`config.mk`:
```
export PLATFORM = sky130hd
export DESIGN_NAME = change_dispenser
export DESIGN_NICKNAME = d
export VERILOG_FILES = /design/src/rtl/change_dispenser.sv
export SDC_FILE = /design/constraint.sdc
export NUM_CORES = 1
export LEC_CHECK = 0
export CORE_MARGIN = 4
export CORE_UTILIZATION = 43
export DETAILED_ROUTE_END_ITERATION = 16
export MAX_ROUTING_LAYER = met4
export PLACE_DENSITY = 0.66
export SYNTH_ARGS = -nofsm -noshare
export SYNTH_HDL_FRONTEND = slang
export SYNTH_SLANG_ARGS = --single-unit
```
`constraint.sdc`:
```
create_clock -name clk -period 3 [get_ports clk]
set_clock_uncertainty 0.05 [all_clocks]
set_input_delay 0.45 -clock clk [delete_from_list [all_inputs] [get_ports clk]]
set_output_delay 0.45 -clock clk [all_outputs]
set_load 0.005 [all_outputs]
```
`src/rtl/change_dispenser.sv`:
```
// Coin-change payout: pulses one ejector solenoid per coin and waits for the chute sensor to confirm it.
// Optional build macro CHG_DISP_RETRY_EN: one retry per coin before a missing confirmation latches a fault.
`timescale 1ns/1ps
module change_dispenser #(
  parameter int PULSE_CYCLES   = 4,
  parameter int TIMEOUT_CYCLES = 16,
  parameter int GAP_CYCLES     = 2
) (
  input  logic       clk,
  input  logic       reset,
  input  logic       chg_valid,
  input  logic [2:0] chg_beg,
  input  logic       chg_obeg,
  input  logic       sense_beg,
  input  logic       sense_obeg,
  input  logic       fault_clr,
  output logic       eject_beg,
  output logic       eject_obeg,
  output logic       busy,
  output logic       done,
  output logic       fault,
  output logic [3:0] remaining
);

  localparam int MAX_A   = (PULSE_CYCLES > GAP_CYCLES) ? PULSE_CYCLES : GAP_CYCLES;
  localparam int MAX_CYC = (MAX_A > TIMEOUT_CYCLES) ? MAX_A : TIMEOUT_CYCLES;
  localparam int CNT_W   = (MAX_CYC < 2) ? 1 : $clog2(MAX_CYC);

  typedef enum logic [2:0] {
    S_IDLE,
    S_PULSE,
    S_WAIT_ACK,
    S_GAP,
    S_DONE,
    S_FAULT
  } state_t;

  state_t             state;
  logic [CNT_W-1:0]   cnt;
  logic               obeg_pend;
  logic               sense_hit;
`ifdef CHG_DISP_RETRY_EN
  logic               retry_used;
`endif

  // True on the last cycle of an n-cycle phase (counter starts at 0 on phase entry)
  function automatic logic cnt_hit(input logic [CNT_W-1:0] c, input int n);
    return c == CNT_W'(n - 1);
  endfunction

  // The 500-unit coin is always paid first, so the pending flag selects the active coin type
  assign sense_hit = obeg_pend ? sense_obeg : sense_beg;

  always_ff @(posedge clk) begin
    if (reset) begin
      state      <= S_IDLE;
      cnt        <= '0;
      obeg_pend  <= 1'b0;
      eject_beg  <= 1'b0;
      eject_obeg <= 1'b0;
      busy       <= 1'b0;
      done       <= 1'b0;
      fault      <= 1'b0;
      remaining  <= 4'd0;
`ifdef CHG_DISP_RETRY_EN
      retry_used <= 1'b0;
`endif
    end else begin
      done <= 1'b0;
      case (state)
        S_IDLE: begin
          if (chg_valid) begin
            if (chg_beg == 3'd0 && !chg_obeg) begin
              state <= S_DONE;
              done  <= 1'b1;
            end else begin
              obeg_pend  <= chg_obeg;
              remaining  <= {3'b000, chg_obeg} + {1'b0, chg_beg};
              busy       <= 1'b1;
              cnt        <= '0;
              eject_obeg <= chg_obeg;
              eject_beg  <= !chg_obeg;
              state      <= S_PULSE;
`ifdef CHG_DISP_RETRY_EN
              retry_used <= 1'b0;
`endif
            end
          end
        end

        S_PULSE: begin
          if (cnt_hit(cnt, PULSE_CYCLES)) begin
            eject_beg  <= 1'b0;
            eject_obeg <= 1'b0;
            cnt        <= '0;
            state      <= S_WAIT_ACK;
          end else begin
            cnt <= cnt + CNT_W'(1);
          end
        end

        S_WAIT_ACK: begin
          if (sense_hit) begin
            cnt       <= '0;
            obeg_pend <= 1'b0;
            remaining <= remaining - 4'd1;
`ifdef CHG_DISP_RETRY_EN
            retry_used <= 1'b0;
`endif
            if (remaining == 4'd1) begin
              busy  <= 1'b0;
              done  <= 1'b1;
              state <= S_DONE;
            end else begin
              state <= S_GAP;
            end
          end else if (cnt_hit(cnt, TIMEOUT_CYCLES)) begin
            cnt <= '0;
`ifdef CHG_DISP_RETRY_EN
            if (!retry_used) begin
              retry_used <= 1'b1;
              state      <= S_GAP;
            end else begin
              fault <= 1'b1;
              state <= S_FAULT;
            end
`else
            fault <= 1'b1;
            state <= S_FAULT;
`endif
          end else begin
            cnt <= cnt + CNT_W'(1);
          end
        end

        S_GAP: begin
          if (cnt_hit(cnt, GAP_CYCLES)) begin
            cnt        <= '0;
            eject_obeg <= obeg_pend;
            eject_beg  <= !obeg_pend;
            state      <= S_PULSE;
          end else begin
            cnt <= cnt + CNT_W'(1);
          end
        end

        S_DONE: begin
          remaining <= 4'd0;
          state     <= S_IDLE;
        end

        // Untransferred change is dropped on clear; upstream decides whether to re-request
        S_FAULT: begin
          if (fault_clr) begin
            fault     <= 1'b0;
            busy      <= 1'b0;
            remaining <= 4'd0;
            state     <= S_IDLE;
          end
        end

        default: state <= S_IDLE;
      endcase
    end
  end

endmodule

```
# Word-level counts from Yosys, hierarchy flattened
# Index checks and enable logic that the tools add are counted.
dict set report word_totals {
  reg_bits 17
  latchBits 0
  ram_bits 0
  mem_bits_ro 0
  in_bits 10
  out_inout_bits 9
  word_cells 96
  mem_count 0
}
dict set report op_classes {
  n_addsub 3
  n_mul 0
  div 0
  magnitude_cmp 0
  eq_ne 19
  shifts 0
  n_mux 47
  bitwise 0
  reduce_logical 18
}
# operator count
set op_table {}
lappend op_table {{$mux W4} 10}
lappend op_table {{$pmux W4 S4} 2}
lappend op_table {{$mux W3} 8}
lappend op_table {{$mux W1} 20}
lappend op_table {{$ne A2 B2 Y1 const B} 9}
lappend op_table {{$pmux W3 S5} 1}
lappend op_table {{$reduce_and A5 Y1} 3}
lappend op_table {{$pmux W1 S3} 3}
lappend op_table {{$eq A4 B1 Y1 const B} 2}
lappend op_table {{$reduce_and A4 Y1} 2}
lappend op_table {{$reduce_bool A4 Y1} 2}
lappend op_table {{$eq A3 B2 Y1 const B} 2}
lappend op_table {{$eq A3 B3 Y1 const B} 2}
lappend op_table {{$logic_not A3 Y1} 2}
lappend op_table {{$pmux W1 S2} 3}
lappend op_table {{$reduce_and A6 Y1} 1}
lappend op_table {{$reduce_bool A3 Y1} 2}
lappend op_table {{$add A1 B3 Y4} 1}
lappend op_table {{$add A4 B1 Y4 const B} 1}
lappend op_table {{$eq A4 B2 Y1 const B} 1}
lappend op_table {{$eq A4 B4 Y1 const B} 1}
lappend op_table {{$reduce_bool A2 Y1} 2}
lappend op_table {{$sub A4 B1 Y4 const B} 1}
lappend op_table {{$eq A3 B1 Y1 const B} 1}
lappend op_table {{4 further kinds} 5}

# Depth between registers and ports, before layout
dict set report logic_depth {
  depth_word 5
  depth_mapped 6
  depth_no_buf 6
}

# Least setup slack after synthesis
# No wires, ideal clock.
dict set report synth_timing {
  path_kind {reg2reg}
  startpoint {register state[1]}
  endpoint {register state[2]}
  setup_time_ns 0.117
  arrival_time_ns 1.580
  required_ns 2.833
  slack_ns 1.252
  stages_incl_launch_ff 7
  n_path_buf 2
  period_less_slack_ns 1.748
  cell_sequence {dfxtp_1 > buf_4 > or3b_1 > clkbuf_2 > nor3_1 > nor3_1 > a32o_1}
}
dict set report synth_between {
  elab_chain_len 3
  word_cells_on_any_way 12
  cone_classes {eq/ne (9); mux (1); reduce/logical (2)}
}
# element line
set synth_rtl {}
lappend synth_rtl {{start: declaration} 38} ;# state_t state;
lappend synth_rtl {{start signal: assignment} 56} ;# state <= S_IDLE;
lappend synth_rtl {{start signal: assignment} 74} ;# state <= S_DONE;
lappend synth_rtl {{start signal: assignment} 83} ;# state <= S_PULSE;
lappend synth_rtl {{$eq A3 B2 Y1, or another cell as far along} 70} ;# case (state)
lappend synth_rtl {{$ne A3 B3 Y1 (no line) / $ne A2 B2 Y1 (equally long branches)} -}
lappend synth_rtl {{$reduce_and A5 Y1 (no line)} -}
# Parallel ways exist; a longest one is shown, timed or not.
# A chain may end at the register's enable or synchronous reset.

# Worst setup path after layout
dict set report layout_timing {
  startpoint {register state[0]}
  endpoint {register state[2]}
}
# Same word-level chain as after synthesis.

==> flow_metrics.tcl <==
set metrics [dict create \
    status "complete, no violations" \
    holdPathStages 2 \
    grt_usage_pct 18.7 \
    detail_route.vias_per_cell 6.11 \
    worst-r2r-cell-count 4 \
    multi_input_comb_area_um2 842 \
    postLayoutCoreUtil_pct 53.2 \
    synthToLayoutAreaGrowth_pct 17.9 \
    cts_resized 0 \
    dpl-instance-area_mm2 0.00144 \
    wp_data_required_ns 3.15 \
    synth_fp_nets 171 \
    first_pass_iters 4 \
    regArea_um2 340 \
    hold_class "flip-flop to flip-flop" \
    maxCapViolations 0 \
    vias 1228 \
    worst-path-max-fanout 23 \
    diodes 0 \
    total_die_area_mm2 0.00382 \
    holdBufCountCts 0 \
    numCtsBuffers 3 \
    finalNetCount 187 \
    post_cts.repair.setup_buffers 0 \
    count_of_input_and_output_buffers 18 \
    postSynth.asyncResetShare_pct 0 \
    die_h_um 61.8 \
    transition_time_of_the_tightest_slew_check_pin_ns 0.737 \
    finalWirelength_mm 3.16 \
    worst_ir_drop_vdd_v 0.000519 \
    crit_arrival_ns 2.32 \
    antenna_violating_nets_remaining 0 \
    number_of_cell_rows 19 \
    summed_negative_setup_slack_over_all_endpoints_ns 0 \
    syn-cell-area_mm2 0.00124 \
    ctsHtreeMaxLevel 1 \
    slew_headroom_pct 50.8 \
    yosys_warnings 0 \
    power-per-cell-area_mw_per_mm2 745 \
    antenna_found_initial 0 \
    crit_path_cell_trace "or3b_1 -> nor3_1 -> nor3_1 -> a32o_1" \
    floorplan.initialDensity_pct 45.1 \
    cts_sinks 17 \
    maxClockFrequency_mhz 461 \
    synth_enable_flop_cells 0 \
    path_buf_inv 0 \
    ctsRootBufferMaster "sky130_fd_sc_hd__clkbuf_4" \
    setup_viol 0 \
    min_period_ns 2.17 \
    first_global_vias 1189 \
    hold_violations 0 \
    worst_path_largest_cell_delay_ns 0.58 \
    grt_max_degree 27 \
    synth_cell_type_count 49 \
    reg2reg_to "state[2]" \
    gp_congestion 0.878 \
    drc 0 \
    insertion_delay_ns 0.30 \
    path_delay_family "simple AND/OR/NAND/NOR gates" \
    detailedRoute.firstIterationViolations 103 \
    worstHoldStart "eject_obeg" \
    place.detailed.hpwl_mm 2.28 \
    worst-r2r-setup-slack_ns 0.83 \
    postSynthRegisterBits 17 \
    regToRegStartpoint "state[0]" \
    fillCellCount 271 \
    tritoncts_clock_tree "yes" \
    synth_area_per_cell_um2 8.02 \
    chipWidth_um 61.8 \
    post_synth_inst_count 155 \
    timing_worst_setup_path_type "flip-flop to flip-flop" \
    hold_end "eject_obeg" \
    endpoint_kind "flip-flop" \
    layout.cell_area.non_filler_mm2 0.00147 \
    worst_path_max_delay_cell "sky130_fd_sc_hd__or3b_1" \
    power.static_leakage_nw 0.532 \
    grt_pass1_wl_mm 5.27 \
    finalCritPeriodShare_pct 72.2 \
    ctsLongestPathBuffers 2 \
    ios 19 \
    crit_path_frequent_cell "sky130_fd_sc_hd__nor3_1" \
    grt-ovfl-total 0 \
    slew_viol_final 0 \
    synth_top_flop_cell "sky130_fd_sc_hd__dfxtp_1" \
    routedWlPerCell_um 15.7 \
    sequential_cell_area_fraction_in_the_yosys_report_pct 27.4 \
    clk_pin_slew_ns 0.12 \
    core_area_mm2 0.00276 \
    unrepaired_setup_endpoints_after_global_routing "no" \
    timing.critical_path.from_type "flip-flop" \
    layout-drive-gt1-share_pct 7.06 \
]
[kinds of logic (layout without fill, tap and decap cells)]
family                     after synthesis  in the layout  share of synthesized area, %
DFF                                     17             17                          27.4
muxes                                    7              7                          5.84
buffers and inverters                   15             30                          4.93
AOI/OAI and AO/OA                       43             43                          24.6
and+or+nand+nor                         66             66                          30.5
adders and majority gates                6              6                          6.04
xor gates and xnor gates                 1              1                         0.704
[sequential cells by signal, indices dropped and copies added, names as in the netlist]
register / flops
done: 1
obeg_pend: 1
cnt: 4
fault: 1
eject_obeg: 1
eject_beg: 1
busy: 1
state: 3
remaining: 4
[per-stage QoR]
stage | cells | hold WS [ns] | power (W) | worst slack [ns]
floorplan | 155 | 0.400 | 0.000777 | 1.25
global placement | 197 | 0.396 | 0.000946 | 0.702
detailed placement | 197 | 0.404 | 0.000955 | 0.590
CTS | 201 | 0.426 | 0.00109 | 0.883
global route | 201 | 0.459 | 0.00118 | 0.768
finish | 201 | 0.416 | 0.00109 | 0.833
[worst max-delay path by stage]
stage                     from            to  slack, ns  depth (start not counted)
global route          state[0]      state[2]       0.77                          4
floorplan             state[1]      state[2]       1.25                          6
detailed placement  chg_beg[1]  remaining[1]       0.59                          5
CTS                   state[0]      state[2]       0.88                          4
finish                state[0]      state[2]       0.83                          4
global placement      chg_obeg     eject_beg       0.70                          5
[Yosys cell counts (all sizes together) (5+ instances only)]
| library cell | n | area (µm²) |
|---|---|---|
| dfxtp | 17 | 340 |
| clkbuf | 8 | 31.3 |
| nor3 | 6 | 30.0 |
| a211oi | 5 | 37.5 |
| inv | 6 | 22.5 |
| a21oi | 9 | 45.0 |
| o21ai | 5 | 25.0 |
| ha | 6 | 75.1 |
| nor2 | 14 | 52.6 |
| nand2 | 6 | 22.5 |
| nor2b | 5 | 31.3 |
| nand2b | 10 | 62.6 |
| mux2i | 5 | 50.1 |
[per-layer routing]
layer	vias up	share of wire [%]	track usage (%)	wire length (µm)
met5	-	0	-	0
met4	0	1.5	7.88	48
met3	6	6.6	3.31	209
met2	41	43	28.1	1370
met1	571	48	24.7	1530
li1	610	-	-	-
[cell type report]
cell class / count / share of cell area (%)
repair buffers: 20 / 13.3
well taps: 31 / 2.65
flip-flops and latches: 17 / 23.2
multi-input cells: 123 / 57.4
clock inverters: 1 / 0.341
inverters: 6 / 1.54
clock buffers: 3 / 1.54
[where the power goes]
| group | total (W) | internal (W) | switching [W] |
|---|---|---|---|
| sequential | 0.000372 | 0.000286 | 0.0000861 |
| combinational | 0.000587 | 0.000292 | 0.000295 |
| clock | 0.000134 | 0.0000497 | 0.0000841 |
| total | 0.00109 | 0.000627 | 0.000465 |
[placed cells by master, fill, tap and decap left out, types with 2 or more instances in the layout]
cell type                         Yosys  routed
sky130_fd_sc_hd__dfxtp_1             17      17
sky130_fd_sc_hd__nor3_1               6       6
sky130_fd_sc_hd__nand2b_1            10      10
sky130_fd_sc_hd__o32ai_1              2       2
sky130_fd_sc_hd__o21bai_1             2       2
sky130_fd_sc_hd__a211oi_1             5       5
sky130_fd_sc_hd__o21ai_0              5       5
sky130_fd_sc_hd__ha_1                 6       6
sky130_fd_sc_hd__or4_1                2       2
sky130_fd_sc_hd__a21oi_1              9       9
sky130_fd_sc_hd__mux2_2               2       2
sky130_fd_sc_hd__inv_1                6       6
sky130_fd_sc_hd__clkdlybuf4s50_1      0      18
sky130_fd_sc_hd__nand3_1              4       4
sky130_fd_sc_hd__a21o_1               3       3
sky130_fd_sc_hd__buf_4                1       2
sky130_fd_sc_hd__and2_1               2       2
sky130_fd_sc_hd__mux2i_1              5       5
sky130_fd_sc_hd__nor2_1              14      14
sky130_fd_sc_hd__nor2b_1              5       5
sky130_fd_sc_hd__clkbuf_4             0       3
sky130_fd_sc_hd__nand2_1              6       6
sky130_fd_sc_hd__o211ai_1             3       3
sky130_fd_sc_hd__a311oi_1             2       2
sky130_fd_sc_hd__and3_1               3       3
sky130_fd_sc_hd__nor3b_1              4       4
[tightest hold or removal path, stage by stage, from the launching register on]
cell	delay [ns]
sky130_fd_sc_hd__dfxtp_1	0.33
sky130_fd_sc_hd__inv_1	0.05
sky130_fd_sc_hd__a211oi_1	0.05
Note: power is estimated with default switching activity, not from simulation.
